--- src/rtl/string_hw_avalon.sv ---
// Avalon-MM string coprocessor: two string operands in word registers, a
// single-cycle compare/case-convert/reverse engine, and a control word.
module string_hw_avalon #(
    parameter int MAX_BLOCKS   = 2,
    parameter int ADDRESS_BITS = 4
) (
    input  logic                    clk,
    input  logic                    reset,
    input  logic                    chipselect,
    input  logic                    read,
    input  logic                    write,
    input  logic [ADDRESS_BITS:0]   address,
    input  logic [31:0]             writedata,
    output logic [31:0]             readdata
);

    localparam int NB = 4 * MAX_BLOCKS;
    localparam int AW = ADDRESS_BITS + 1;
    localparam int W  = 32 * MAX_BLOCKS;

    logic [31:0]  a [MAX_BLOCKS];
    logic [31:0]  b [MAX_BLOCKS];
    logic         go;
    logic         done;
    logic [2:0]   idx;

    logic [W-1:0] a_flat;
    logic [W-1:0] b_flat;
    logic [W-1:0] r_flat;
    logic         equal;
    logic         found;
    logic         wr;
    logic         start;
    logic [31:0]  rd;

    assign wr    = chipselect && write;
    assign start = go && !done;

    // Byte 0 (first character) sits in the top byte of the flattened operand.
    always_comb begin
        logic [7:0] ab;
        logic [7:0] bb;
        a_flat = '0;
        b_flat = '0;
        ab     = '0;
        bb     = '0;
        for (int k = 0; k < MAX_BLOCKS; k++) begin
            a_flat[32*(MAX_BLOCKS-1-k) +: 32] = a[k];
            b_flat[32*(MAX_BLOCKS-1-k) +: 32] = b[k];
        end

        found = 1'b0;
        equal = 1'b1;
        for (int i = 0; i < NB; i++) begin
            ab = a_flat[8*(NB-1-i) +: 8];
            bb = b_flat[8*(NB-1-i) +: 8];
            if (!found) begin
                if (ab != bb) begin
                    equal = 1'b0;
                    found = 1'b1;
                end else if (ab == 8'h00) begin
                    found = 1'b1;
                end
            end
        end

        r_flat = a_flat;
        case (idx)
            3'd0: begin
                r_flat    = '0;
                r_flat[0] = equal;
            end
            3'd1: begin
                for (int i = 0; i < NB; i++) begin
                    ab = a_flat[8*i +: 8];
                    if (ab >= 8'h61 && ab <= 8'h7a)
                        r_flat[8*i +: 8] = ab - 8'h20;
                end
            end
            3'd2: begin
                for (int i = 0; i < NB; i++) begin
                    ab = a_flat[8*i +: 8];
                    if (ab >= 8'h41 && ab <= 8'h5a)
                        r_flat[8*i +: 8] = ab + 8'h20;
                end
            end
            3'd3: begin
                for (int i = 0; i < NB; i++)
                    r_flat[8*(NB-1-i) +: 8] = a_flat[8*i +: 8];
            end
            default: ;
        endcase
    end

    always_ff @(posedge clk or negedge reset) begin
        if (!reset) begin
            for (int k = 0; k < MAX_BLOCKS; k++) begin
                a[k] <= '0;
                b[k] <= '0;
            end
            go   <= 1'b0;
            done <= 1'b0;
            idx  <= '0;
        end else begin
            if (wr) begin
                if (address == '0) begin
                    go  <= writedata[1];
                    idx <= writedata[4:2];
                end
                for (int k = 0; k < MAX_BLOCKS; k++) begin
                    // A host write to A loses against a result landing on the same edge.
                    if (!start && address == AW'(k + 1))
                        a[k] <= writedata;
                    if (address == AW'(k + 1 + MAX_BLOCKS))
                        b[k] <= writedata;
                end
            end
            if (start) begin
                for (int k = 0; k < MAX_BLOCKS; k++)
                    a[k] <= r_flat[32*(MAX_BLOCKS-1-k) +: 32];
                done <= 1'b1;
            end
            if (wr && address == '0 && !writedata[1])
                done <= 1'b0;
        end
    end

    always_comb begin
        rd = '0;
        if (reset && chipselect && read) begin
            if (address == '0)
                rd = {27'b0, idx, go, done};
            for (int k = 0; k < MAX_BLOCKS; k++) begin
                if (address == AW'(k + 1))
                    rd = a[k];
                if (address == AW'(k + 1 + MAX_BLOCKS))
                    rd = b[k];
            end
        end
    end

    assign readdata = rd;

endmodule

--- config.mk ---
export PLATFORM = sky130hd
export DESIGN_NAME = string_hw_avalon
export DESIGN_NICKNAME = d
export VERILOG_FILES = /design/src/rtl/string_hw_avalon.sv
export SDC_FILE = /design/constraint.sdc
export NUM_CORES = 1
export LEC_CHECK = 0
export CAP_MARGIN = 20
export CORE_MARGIN = 2
export CORE_UTILIZATION = 45
export DETAILED_ROUTE_END_ITERATION = 7
export MAX_ROUTING_LAYER = met4
export PLACE_DENSITY = 0.71
export SETUP_SLACK_MARGIN = 0.3
export SLEW_MARGIN = 20
export SYNTH_ARGS = -nofsm -noshare
export SYNTH_HDL_FRONTEND = slang
export SYNTH_SLANG_ARGS = --single-unit
--- constraint.sdc ---
create_clock -name clk -period 4.84 [get_ports clk]
set_input_delay 0.484 -clock clk [delete_from_list [all_inputs] [get_ports clk]]
set_output_delay 0.484 -clock clk [all_outputs]
set_load 0.01 [all_outputs]
# After elaboration in Yosys (flattened, before gate mapping)
# Cells that the tools add are included.
[totals]
regBits = 133
latch_bits = 0
ram_bits = 0
rom_bits = 0
in_bits = 42
output_inout_bits = 32
wordCells = 208
memories = 0
[classes]
n_addsub = 16
mul = 0
div = 0
order_cmp = 32
eq_ne = 32
shifts = 0
muxes = 64
bitwise_logic = 0
reduce_logical = 51
[ops]
columns = ["op", "n"]
rows = [
  ["64-bit case mux with 4 select lines", 1],
  ["32-bit two-way mux", 7],
  ["8-bit by 7-bit >= comparator with 1-bit output (second input constant)", 16],
  ["8-bit by 7-bit <= comparator with 1-bit output (second input constant)", 16],
  ["64-bit two-way mux", 2],
  ["8-bit two-way mux", 16],
  ["8-bit by 6-bit adder with 8-bit output (second input constant)", 8],
  ["8-bit inequality test", 8],
  ["8-bit by 6-bit subtractor with 8-bit output (second input constant)", 8],
  ["8-bit logical NOT", 7],
  ["3-bit inequality test (second input constant)", 16],
  ["5-bit AND reduction", 8],
  ["1-bit two-way mux", 37],
  ["1-bit logical AND", 24],
  ["5-bit by 2-bit equality test with 1-bit output (second input constant)", 2],
  ["2-bit nonzero test", 4],
  ["3-bit by 2-bit equality test with 1-bit output (second input constant)", 2],
  ["2-bit AND reduction", 3],
  ["5-bit by 1-bit equality test with 1-bit output (second input constant)", 1],
  ["5-bit by 3-bit equality test with 1-bit output (second input constant)", 1],
  ["5-bit logical NOT", 1],
  ["5-bit two-way mux", 1],
  ["5-bit by 1-bit inequality test with 1-bit output (second input constant)", 1],
  ["3-bit by 1-bit equality test with 1-bit output (second input constant)", 1],
  ["2 further kinds", 4],
]

# Logic depth before layout (Yosys ltp)
# Gate-level depths: netlist of the first run.
[depth]
word_depth = 18
ltp_mapped = 11
ltp_nobuf = 9

# Least setup slack after synthesis of the first run
# OpenSTA, ideal clock, no wires.
[synth_path]
path_type = "input port to output port"
startpoint = "input address[4]"
endpoint = "output readdata[22]"
arrival_ps = 1938
t_required_ps = 4356
path_slack_ps = 2418
cell_stages = 6
path_buffers = 2
cell_sequence = "nor4b_1 > clkbuf_1 > clkbuf_1 > o21ai_0 > a22o_1 > a21oi_1"
[synth_via]
elab_chain_len = 6
word_cells_on_any_way = 9
cone_classes = "eq/ne (4); mux (5)"
[synth_rtl]
columns = ["element", "line", "text"]
rows = [
  ["start, declared", "12", "input logic [ADDRESS_BITS:0] address,"],
  ["5-bit by 1-bit equality test with 1-bit output", "134", "if (address == AW'(k + 1))"],
  ["32-bit two-way mux", "134", ""],
  ["32-bit two-way mux", "136", "if (address == AW'(k + 1 + MAX_BLOCKS))"],
  ["32-bit two-way mux", "134", ""],
  ["32-bit two-way mux *", "136", ""],
  ["32-bit two-way mux *", "130", "if (reset && chipselect && read) begin"],
  ["end, declared", "14", "output logic [31:0] readdata"],
]
# Mark *: on every way between the ends. The rest lies on a longest branch, timed or not.

# Final worst setup path of the first run
[layout_path]
startpoint = "input address[3]"
endpoint = "output readdata[31]"
# Same word-level chain as after synthesis.

==> flow_summary_export.csv, run 1 <==
group,metric,value,unit
clocking,cts_setup_buffers,0,
run_status,status,"finished clean",
clocking,cts_buffers,17,
synth,synthArstFlopShare,100,%
placement,placed_area,9150,um2
floorplanning,die_h,140,um
layout,synthToLayoutAreaGrowth,18.2,%
pwr,comb_power_share,26.2,%
timing,worst_slack,0.942,ns
floorplanning,die_w,140,um
pwr,leakagePower,0.00407,uW
timing,post-route-period-util,80.5,%
clocking,worstSkewPairLatency,0.43,ns
critical_path,reg2reg_to,"a[8]",
synth,synth_edf_count,0,
critical_path,path_depth,6,
critical_path,reg2reg_from,"idx[1]",
critical_path,crit_start,"address[3]",
clocking,cts_hold_buf,0,
critical_path,crit_end,"readdata[31]",
critical_path,rr_worst_depth,7,
global_routing,antenna_found_initial,0,
clocking,htreeDepth,4,
critical_path,slowest_stage,"nand2_1",
run,timing.max_cap.violations,0,
timing,hold_viol_final,0,
global_routing,overflow,0,
detailed_routing,wire_per_inst,22.0,um
placement,place_inst,1138,
detailed_routing,ant_nets,0,
synth,syn_inst,892,
timing,slew_headroom,31.1,%
pwr,p_sw,1830,uW
synth,yosysWarnings,0,
timing,setup_viol,0,
pwr,p_int,2870,uW
global_routing,grt_max_degree,71,
detailed_routing,viasPerCell,6.35,
detailed_routing,drt-total-wl,25.7,mm
pwr,p_sw_share,38.9,%
critical_path,critPathKind,"in -> out",
detailed_routing,num_vias,7438,
layout,stdcell_count,1171,
synth,netlist_area,8280,um2
timing,max_freq,257,MHz
layout,final_area,9790,um2
timing,clock_skew,0.00518,ns
layout,nets,979,
pwr,p_clk_share,29.2,%
pwr,power.density,480,nW/um2
placement,dpl.hpwl,17.5,mm
synth,synth.avg_cell_area,9.29,um2
global_routing,grt_first_pass_wirelength,40.8,mm
timing,finalCriticalPeriod,3.90,ns
layout,drive_gt1_share,15.3,%
critical_path,slowest_delay,0.72,ns
hold_path,hp-class,"in -> async",
floorplanning,core-area,18000,um2
timing,tightest_slew,1.03,ns
global_routing,track_usage,27.5,%
synth,synth_cell_types,62,
detailed_routing,first_pass_iters,7,
detailed_routing,drc_errors,0,
synth,synthesis.nets,942,
placement,place_ws,1.04,ns
critical_path,crit_path_max_fanout,18,
detailed_routing,drt_iter0_markers,1033,
layout,antenna_cells,0,
critical_path,path_buf_inv,2,
synth,dominantRegCellSynth,"dfrtp_1",
timing,drv_slew,0,
synth,ys_ff_latch,133,
clocking,cts_buffer_depth,2,
timing,tns,0,ns
floorplanning,initial_core_util,46.0,%
timing,rsz0062_at_grt,"no",
pwr,ir_worst_vdd,273,uV
critical_path,worstPathCellList,"clkdlybuf4s50_1, nor4b_2, nand2_1, o2bb2ai_1, a21oi_1, clkdlybuf4s50_1",
placement,io_buffers,73,
critical_path,cp-end-kind,"output pin",
pwr,seqPwrFrac,44.6,%
floorplanning,dieArea,19500,um2
clocking,cts-resized-gates,0,
clocking,clock-sinks,133,
placement,place_congestion,1.01,
global_routing,grt_pass1_vias,7072,
layout,final_core_util,54.3,%
critical_path,reg2reg_slack,1.93,ns
synth,yosysSeqAreaShare,40.2,%
clocking,tritoncts,"done",
critical_path,required,4.36,ns
clocking,cts_root_buffer,"clkbuf_16",
critical_path,cp_top_family,"simple AND/OR/NAND/NOR gates",
clocking,cts.clk_slew.worst_paths,0.06,ns
floorplanning,ios,74,
critical_path,worstPathArrival,3.41,ns
floorplanning,fp-row-count,49,
critical_path,start_kind,"primary input",
critical_path,cpMostUsedCell,"clkdlybuf4s50_1",
-- cells in the mapped netlist, types with 3 or more instances --
cell / number / share of area, %
and2_1: 3 / 0.23
a22oi_1: 54 / 4.9
xor2_1: 54 / 5.7
o21ai_0: 37 / 2.2
or2_2: 4 / 0.30
buf_1: 5 / 0.23
o21ai_1: 6 / 0.36
a21oi_1: 100 / 6.0
dfrtp_1: 133 / 40
mux2i_1: 9 / 1.1
and3_1: 3 / 0.23
mux2_2: 74 / 10
xnor2_1: 16 / 1.7
buf_2: 7 / 0.42
o221a_2: 3 / 0.41
clkbuf_1: 55 / 2.5
or3_1: 3 / 0.23
nor4_1: 15 / 1.1
nor2_1: 78 / 3.5
o31ai_1: 4 / 0.36
inv_1: 19 / 0.86
or4_1: 8 / 0.72
nand2_1: 90 / 4.1
a221oi_1: 6 / 0.63
o2bb2ai_1: 18 / 1.9
o22ai_1: 3 / 0.23
a222oi_1: 7 / 0.85
a31oi_1: 9 / 0.68
nand4_1: 5 / 0.38
fa_1: 8 / 1.9
nor3_1: 6 / 0.36
a22o_1: 10 / 1.1
-- flip-flops by register name, indices dropped and copies added, names as in the netlist --
signal  cells
done        1
b          64
idx         3
a          64
go          1
-- worst min path at each step --
| stage | start | endpoint | slack, ns | cells past startpoint |
|---|---|---|---|---|
| floorplan | reset | a[0] | 0.19 | 0 |
| global placement | reset | b[5] | 0.53 | 1 |
| detailed placement | reset | b[5] | 0.52 | 1 |
| CTS | reset | b[5] | 0.07 | 1 |
| global route | reset | b[5] | 0.10 | 1 |
| finish | reset | b[5] | 0.04 | 1 |
-- routing by layer --
layer / routed length, um / track usage, %
met1: 11100 / 38.8
met2: 11700 / 40.3
met3: 2310 / 5.02
met4: 564 / 8.58
met5: 0 / -
-- per-stage QoR --
step	total power [uW]	hold WS [ns]
after detailed placement	3280	0.523
after global routing	4950	0.103
after floorplan	2790	0.188
after global placement	3240	0.527
after CTS	4670	0.0742
final	4700	0.0367
-- cell families after synthesis --
group,share of synthesized area (%)
simple gates,12.6
buf+inv,4.43
compound gates,22.4
mux,11.1
flops,40.2
xor+xnor,7.40
fa+ha+maj,1.93
-- area by class of cell --
| cell class | instances | area, um2 |
|---|---|---|
| tap | 229 | 287 |
| clock inverter | 13 | 170 |
| multi-input combinational | 669 | 4620 |
| fill | 1648 | 8240 |
| sequential | 133 | 3330 |
| clock buffer | 19 | 453 |
| inverter | 20 | 80.1 |
| timing repair buffer | 88 | 848 |
-- power groups by stage --
stage / clock network, uW / registers (uW) / logic (uW)
after floorplan: 0 / 1800 / 988
after global placement: 0 / 2080 / 1170
after detailed placement: 0 / 2080 / 1200
after CTS: 1380 / 2070 / 1220
after global routing: 1430 / 2150 / 1380
final: 1370 / 2100 / 1230
-- cells in the final DEF, fill, tap and decap left out, types with 17 or more instances in the layout --
| cell | n |
|---|---|
| inv_1 | 19 |
| o21ai_0 | 37 |
| clkdlybuf4s50_1 | 72 |
| nand2_1 | 89 |
| a22oi_1 | 54 |
| o2bb2ai_1 | 18 |
| xor2_1 | 54 |
| clkbuf_16 | 17 |
| a21oi_1 | 100 |
| dfrtp_1 | 133 |
| nor2_1 | 77 |
| mux2_2 | 74 |
Note: power is estimated with default switching activity, not from simulation.
==> run 2: changes to the inputs <==
clock period = 3.7 ns   (was 4.84 ns; I/O delays follow)
==> run 2 against run 1 <==
Net effect:
- final area shrank 0.13%
- clock-buffer cell count grew 3
- highest routed layer unchanged
- clock power grew 15%
- global-route usage up 0.48 points
- final cell count grew 0.51%
- total power grew 27%
- flip-flop and latch count unchanged
==> flow_summary_export.csv, run 2 (same netlist as run 1, synthesis figures left out) <==
group,metric,value,unit
layout,reg.largest.list,"a: 64 flops, b: 64 flops, idx: 3 flops",
clocking,cts_buffer_depth,2,
timing,slew_headroom,41.9,%
detailed_routing,drt_iter0_markers,1116,
detailed_routing,first_pass_iters,7,
floorplanning,initial_core_util,46.0,%
global_routing,grt_pass1_vias,7308,
critical_path,rr_worst_depth,9,
layout,regArea,3330,um2
pwr,power.density,609,nW/um2
global_routing,use_met3,4.89,%
global_routing,antenna_found_initial,0,
run,timing.max_cap.violations,0,
placement,io_buffers,73,
run_status,status,"finished clean",
critical_path,reg2reg_from,"idx[2]",
placement,dpl.hpwl,18.0,mm
layout,drive_gt1_share,15.4,%
timing,clock_skew,0.00839,ns
global_routing,grt_first_pass_wirelength,41.6,mm
critical_path,cp-end-kind,"output pin",
clocking,cts_setup_buffers,0,
layout,stdcell_count,1177,
timing,tns,0,ns
pwr,leakagePower,0.00408,uW
placement,place_congestion,0.933,
critical_path,crit_start,"address[3]",
global_routing,gr-usage-met1,38.5,%
critical_path,crit_path_max_fanout,31,
clocking,cts.clk_slew.worst_paths,0.05,ns
floorplanning,die_h,140,um
layout,antenna_cells,0,
floorplanning,core-area,18000,um2
clocking,clock-sinks,133,
global_routing,overflow,0,
critical_path,critPathKind,"in -> out",
global_routing,grt_busiest_layer,"met2",
layout,nets,985,
layout,final_cell_mix,"133 x dfrtp_1, 100 x a21oi_1, 90 x nand2_1",
critical_path,start_kind,"primary input",
global_routing,track_usage,27.9,%
timing,rsz0062_at_grt,"no",
timing,finalCriticalPeriod,3.32,ns
clocking,cts_buffers,17,
critical_path,reg2reg_to,"a[15]",
detailed_routing,wire_per_inst,22.3,um
pwr,ir_worst_vdd,373,uV
critical_path,worstPathArrival,2.95,ns
timing,hold_viol_final,0,
timing,setup_viol,0,
timing,max_freq,301,MHz
critical_path,required,3.33,ns
clocking,worstSkewPairLatency,0.44,ns
layout,mostFrequentLayoutCell,"dfrtp_1",
detailed_routing,viasPerCell,6.37,
detailed_routing,drt-total-wl,26.3,mm
floorplanning,fp-row-count,49,
detailed_routing,ant_nets,0,
floorplanning,dieArea,19500,um2
timing,tightest_slew,0.868,ns
floorplanning,ios,74,
layout,synthToLayoutAreaGrowth,18.0,%
clocking,tritoncts,"done",
detailed_routing,drc_errors,0,
global_routing,met2_usage,41.7,%
timing,drv_slew,0,
clocking,htreeDepth,4,
hold_path,hp-class,"in -> async",
global_routing,grt_max_degree,47,
clocking,cts_root_buffer,"clkbuf_16",
detailed_routing,num_vias,7496,
placement,place_inst,1144,
floorplanning,die_w,140,um
layout,multi_input_area,4620,um2
layout,n_fill_cell,1644,
timing,post-route-period-util,89.8,%
critical_path,reg2reg_slack,0.87,ns
[run 2: cell types whose count changed in the layout (fill, tap and decap cells not counted), moves of 2 or more]
cell / previous run / this run
clkinv_2: 1 / 3
buf_12: 0 / 2
bufinv_16: 3 / 0
buf_4: 14 / 18
clkbuf_1: 0 / 2
[run 2: timing repair]
item / 4_1_cts / 5_1_grt
hold endpoints to repair: 42 / 0
resized for setup: 0 / 0
hold buffers: 1 / 0
[run 2: worst max path at each step]
stage / end / slack (ns) / cells past startpoint
floorplan: readdata[22] / 1.51 / 6
global placement: readdata[0] / 0.47 / 7
detailed placement: readdata[2] / 0.42 / 7
CTS: readdata[21] / 0.41 / 7
global route: readdata[4] / 0.33 / 7
finish: readdata[21] / 0.38 / 7
[run 2: where the power goes]
part	internal (uW)	total [uW]	switching [uW]
clock network	912	1580	671
registers	1890	2740	854
logic	774	1640	863
total	3570	5960	2390
[run 2: final cells by class]
| type | instances | share of cell area [%] |
|---|---|---|
| Sequential cell | 133 | 34.0 |
| Timing Repair Buffer | 94 | 9.38 |
| Multi-Input combinational cell | 669 | 47.2 |
| Clock inverter | 10 | 0.755 |
| Tap cell | 229 | 2.93 |
| Inverter | 20 | 0.819 |
| Clock buffer | 22 | 4.85 |
[run 2: routing by layer]
layer / part of all wire, % / routed length, um / vias up
met5: 0 / 0 / -
met4: 2.7 / 718 / 0
met3: 9.2 / 2420 / 63
met2: 45 / 11800 / 437
met1: 43 / 11300 / 3666
li1: - / - / 3330
[run 2: worst max-delay path, stage by stage]
cell	delay (ns)
clkdlybuf4s50_1	0.50
nor4b_2	0.40
buf_12	0.23
and2_1	0.59
a22o_1	0.26
a21oi_1	0.07
clkdlybuf4s50_1	0.51
[run 2: metrics by stage]
stage,cell area [um2],worst slack [ns],total power [uW],hold slack [ns],util (%)
after floorplan,8280,1.51,3650,0.0744,-
after CTS,9780,0.413,5900,0.454,54.2
after global placement,9220,0.475,4280,0.316,51.1
final,9780,0.378,5960,0.431,54.2
after detailed placement,9220,0.419,4310,0.317,51.1
after global routing,9780,0.329,6270,0.482,54.2
==> patch 1: new RTL, settings of run 2 <==
The parameter `ADDRESS_BITS` goes from 4 to 3.
--- a/src/rtl/string_hw_avalon.sv
+++ b/src/rtl/string_hw_avalon.sv
@@ -3,5 +3,5 @@
 module string_hw_avalon #(
     parameter int MAX_BLOCKS   = 2,
-    parameter int ADDRESS_BITS = 4
+    parameter int ADDRESS_BITS = 3
 ) (
     input  logic                    clk,
Ports: changed (resized address); port bits go from 74 to 73. The function was not compared with the original's and may differ.
==> patch 1 against run 2 <==
Sequential cell count unchanged. Design area increased by 1.2%. Power increased by 8.5%. Area after synthesis increased by 0.45%. Routed wire length decreased by 2.4%. First-iteration DRC count increased by 2.4%. Worst setup slack improved by 370 ps. Hold slack got worse by 24 ps. Critical path type unchanged. Largest power group unchanged.
==> patch 1: results <==
{
  "syn_nets": 902,
  "synth_cell_types": 56,
  "drive_above_1_share_pct": 15.21,
  "cp_max_fo": 25,
  "placedInstanceArea_um2": 9280,
  "reg2reg_to": "a[61]",
  "use_met2_pct": 39.33,
  "drtIter0Drc": 1143,
  "vias": 7384,
  "synthTopCellsByArea": "dfrtp_1 40%, mux2_2 9.7%, nor2_1 6.5%",
  "synth.most_common_cell": "nor2_1",
  "status": "complete, no violations",
  "ir_worst_vdd_uv": 380.2,
  "io_buffers": 72,
  "use_met1_pct": 39.16,
  "met1Wirelength_um": 11030,
  "wl_per_cell_um": 22.41,
  "cts_resized": 0,
  "endpoint": "readdata[28]",
  "regToRegStartpoint": "idx[0]",
  "p_per_area_nw_per_um2": 653.4,
  "fillers": 1649,
  "synth_compound_area_share_pct": 17.00,
  "wl_met2_um": 11450,
  "p_leak_nw": 4.038,
  "synth-xor-area-share_pct": 7.367,
  "synth-seq-area-share_pct": 39.99,
  "cp.arrival_ps": 2580,
  "r2r_slack_ps": 980,
  "wl_met3_um": 2402,
  "diodes": 0,
  "dpl.hpwl_um": 18110,
  "rr_worst_depth": 7,
  "grt_pass1_vias": 7066,
  "yosys-top-cells-count": "144 x nor2_1, 133 x dfrtp_1, 72 x mux2_2",
  "worstMarginPinSlew_ps": 797.7,
  "nets": 950,
  "max_stage_delay_ps": 620,
  "grt_first_pass_wirelength_um": 40580,
  "gp_congestion": 0.9272,
  "slowest_stage": "clkdlybuf4s50_1",
  "muxShareOfSynthArea_pct": 15.55,
  "finClkSkew_ps": 7.393,
  "drt_pre_antenna_iters": 5,
  "antenna_found_initial": 0,
  "grt_max_degree": 58,
  "yosys.area_share.adder_pct": 1.925,
  "grtUsageTotal_pct": 27.33,
  "grt_use_met3_pct": 4.650
}
[patch 1: changes by cell type in the layout (fill, tap and decap cells not counted), moves of 11 or more]
cell              run 2  this run
mux2i_1               9        46
o21ai_0              37        15
nor2_1               77       143
nand2_1              90        32
o2bb2ai_1            18         0
nand3_1               2        13
a221oi_1              6        51
a21oi_1             100        38
a22oi_1              54        23
[patch 1: worst reg2reg max path, stage by stage, from the launching register on]
cell	delay, ps
dfrtp_1	480
buf_4	240
xnor2_1	300
nand2b_1	530
a41oi_1	180
a2111oi_4	560
o2111ai_1	180
o21a_1	140
[patch 1: layout make-up]
cell class	count	share of cell area [%]
tap	229	2.897
clock buffer	20	4.516
multi-input combinational	633	47.11
inverter	19	0.7211
timing repair buffer	97	9.551
sequential	133	33.65
clock inverter	12	1.556
[patch 1: power by group]
| group | switching [mW] | internal, mW | total, mW |
|---|---|---|---|
| combinational | 0.929 | 0.911 | 1.84 |
| clock | 0.671 | 1.08 | 1.75 |
| sequential | 0.939 | 1.94 | 2.88 |
[patch 1: cell families after synthesis]
family | Yosys count
AO/OA/AOI/OAI | 186
XOR/XNOR | 70
adder cells (fa/ha/maj) | 8
buffers and inverters | 87
flip-flops | 133
multiplexers | 120
AND/OR/NAND/NOR | 249
[patch 1: worst min-delay path by stage]
stage,startpoint,to,slack [ps]
2_1_floorplan,reset,a[0],70
3_3_place_gp,reset,b[15],300
3_5_place_dp,reset,b[14],300
4_1_cts,reset,b[9],420
5_1_grt,reset,a[14],440
6_report,reset,b[14],410
[patch 1: stage by stage]
step                power [mW]  setup WS (ps)  std cells
floorplan                3.958           1333        853
global placement         4.612          766.6       1110
detailed placement       4.669          734.2       1110
CTS                      6.422          743.2       1143
global route             6.820          632.0       1143
finish                   6.463          747.6       1143
==> patch 2: new RTL, settings of run 2 <==
Made on the original files. Put a register stage on the output `readdata`, without a reset. The value now appears one clock later.
--- a/src/rtl/string_hw_avalon.sv
+++ b/src/rtl/string_hw_avalon.sv
@@ -140,5 +140,7 @@
     end
 
-    assign readdata = rd;
+    always_ff @(posedge clk) begin
+        readdata <= rd;
+    end
 
 endmodule
Function: changed (Yosys sat finds a counterexample within 4 cycles, from zero or initial values and one cycle with reset low).
==> patch 2 against run 2 <==
Worst setup slack better by 530 ps. Final cell count up 3.7%. Routed wire length up 1.2%. Area after synthesis up 8.3%. Design area up 7.5%. Non-clock buffer count up 1. Power up 2.7%. Critical path depth up 2. Sequential cell count up 32. Critical path type is now reg2reg. Highest routed layer unchanged.
==> patch 2: results <==
{
  "status": "complete, no violations",
  "synth_compound_area_share_pct": 17.75,
  "rr_worst_depth": 9,
  "yosys_warnings": 0,
  "cts.clk_slew.worst_paths_ps": 70,
  "clk_path_buf_depth": 2,
  "drive_above_1_share_pct": 17.70,
  "muxShareOfSynthArea_pct": 13.76,
  "overflow": 0,
  "drtIter0Drc": 1072,
  "grtUsageTotal_pct": 26.18,
  "grt_pass1_vias": 7284,
  "synth-seq-area-share_pct": 44.25,
  "cts_resized": 0,
  "nets": 992,
  "dpl.hpwl_um": 18420,
  "finClkSkew_ps": 9.435,
  "cp.arrival_ps": 3170,
  "grt_first_pass_wirelength_um": 42500,
  "synth_cell_types": 54,
  "top_regs": "a x64, b x64, readdata x32",
  "ir_worst_vdd_uv": 367.9,
  "antenna_found_initial": 0,
  "drt_pre_antenna_iters": 8,
  "slew_headroom_pct": 42.46,
  "routed_via_density": 6.202,
  "diodes": 0,
  "synth-xor-area-share_pct": 6.738,
  "h-tree-depth": 4,
  "yosys.area_share.adder_pct": 1.786,
  "synth_edf_count": 0,
  "p_leak_nw": 4.451,
  "cts-root-buf": "clkbuf_16",
  "cp_max_fo": 10,
  "async_flop_share_pct": 80.61,
  "hold_class": "in2async",
  "p_seq_share_pct": 46.2,
  "numCtsBuffers": 17,
  "io_buffers": 73,
  "clock_latency_ps": 440,
  "power.switching_fraction_pct": 37.80,
  "finalMaxSlewViolations": 0,
  "wl_per_cell_um": 21.78,
  "grt_max_degree": 63,
  "syn_nets": 949,
  "gp_congestion": 0.9567,
  "yosys-top-cells-count": "133 x dfrtp_1, 98 x mux2_2, 90 x nor2_1",
  "synthTopCellsByArea": "dfrtp_1 37%, mux2_2 12%, dfxtp_1 7.1%"
}
## patch 2: changes by cell type after synthesis, moves of 18 or more
| cell | delta |
|---|---|
| a21oi_1 | -24 |
| mux2_2 | +24 |
| a222oi_1 | +28 |
| nand2_1 | -34 |
| o2bb2ai_1 | -18 |
| dfxtp_1 | +32 |
## patch 2: logic make-up after synthesis
kind of cell / after synthesis
AO/OA/AOI/OAI: 229
AND/OR/NAND/NOR: 224
buffers and inverters: 93
flip-flops: 165
XOR/XNOR: 69
multiplexers: 111
adder cells (fa/ha/maj): 8
## patch 2: per-stage QoR
| step | setup slack, ps | area, um2 | std cells | power, mW |
|---|---|---|---|---|
| final | 910.0 | 10510 | 1220 | 6.116 |
| after global routing | 764.6 | 10510 | 1220 | 6.425 |
| after CTS | 950.6 | 10510 | 1220 | 6.075 |
| after detailed placement | 788.7 | 9935 | 1187 | 4.340 |
| after global placement | 789.9 | 9935 | 1187 | 4.293 |
| after floorplan | 1179 | 8969 | 899 | 3.746 |
## patch 2: critical path: stages, from the launching register on
cell and delay, ps:
dfrtp_1 360, buf_4 170, or3b_1 480, inv_1 400
fa_1 280, xor2_1 300, or2_2 180, a21oi_1 70
o31ai_1 280, mux2_2 210
## patch 2: worst paths after layout
check,end,slack (ps),start
worst max-delay path,a[47],910,idx[0]
worst min-delay path,b[42],310,reset
worst max register to register,a[47],910,idx[0]
worst min register to register,b[6],560,b[6]
max in group asynchronous,a[32],2340,reset
min in group clk,b[6],560,b[6]
## patch 2: metal layers
layer  global-route usage [%]  vias to the layer above  wire length [um]
li1                         -                     3392                 -
met1                    36.11                     3743             11640
met2                    39.45                      375             12250
met3                    4.780                       57              2043
met4                    8.186                        0               642
met5                        -                        -                 0
## patch 2: power groups by stage
| stage | logic [mW] | registers [mW] | clock network (mW) |
|---|---|---|---|
| final | 1.56 | 2.83 | 1.73 |
| after global routing | 1.73 | 2.88 | 1.82 |
| after floorplan | 1.25 | 2.50 | 0 |
| after global placement | 1.49 | 2.81 | 0 |
| after CTS | 1.54 | 2.79 | 1.74 |
| after detailed placement | 1.52 | 2.82 | 0 |
## patch 2: cell type report
| class | instances | area [um2] |
|---|---|---|
| multi-input cells | 641 | 4667 |
| fillers | 1732 | 9015 |
| inverters | 22 | 82.58 |
| flip-flops and latches | 165 | 3969 |
| clock inverters | 13 | 113.9 |
| well taps | 265 | 331.6 |
| clock buffers | 19 | 452.9 |
| repair buffers | 95 | 894.6 |
## patch 2: repair_timing
action / CTS / global route
buffers inserted: 0 / 0
endpoints found under the hold margin: 10 / 0
hold buffers: 1 / 0
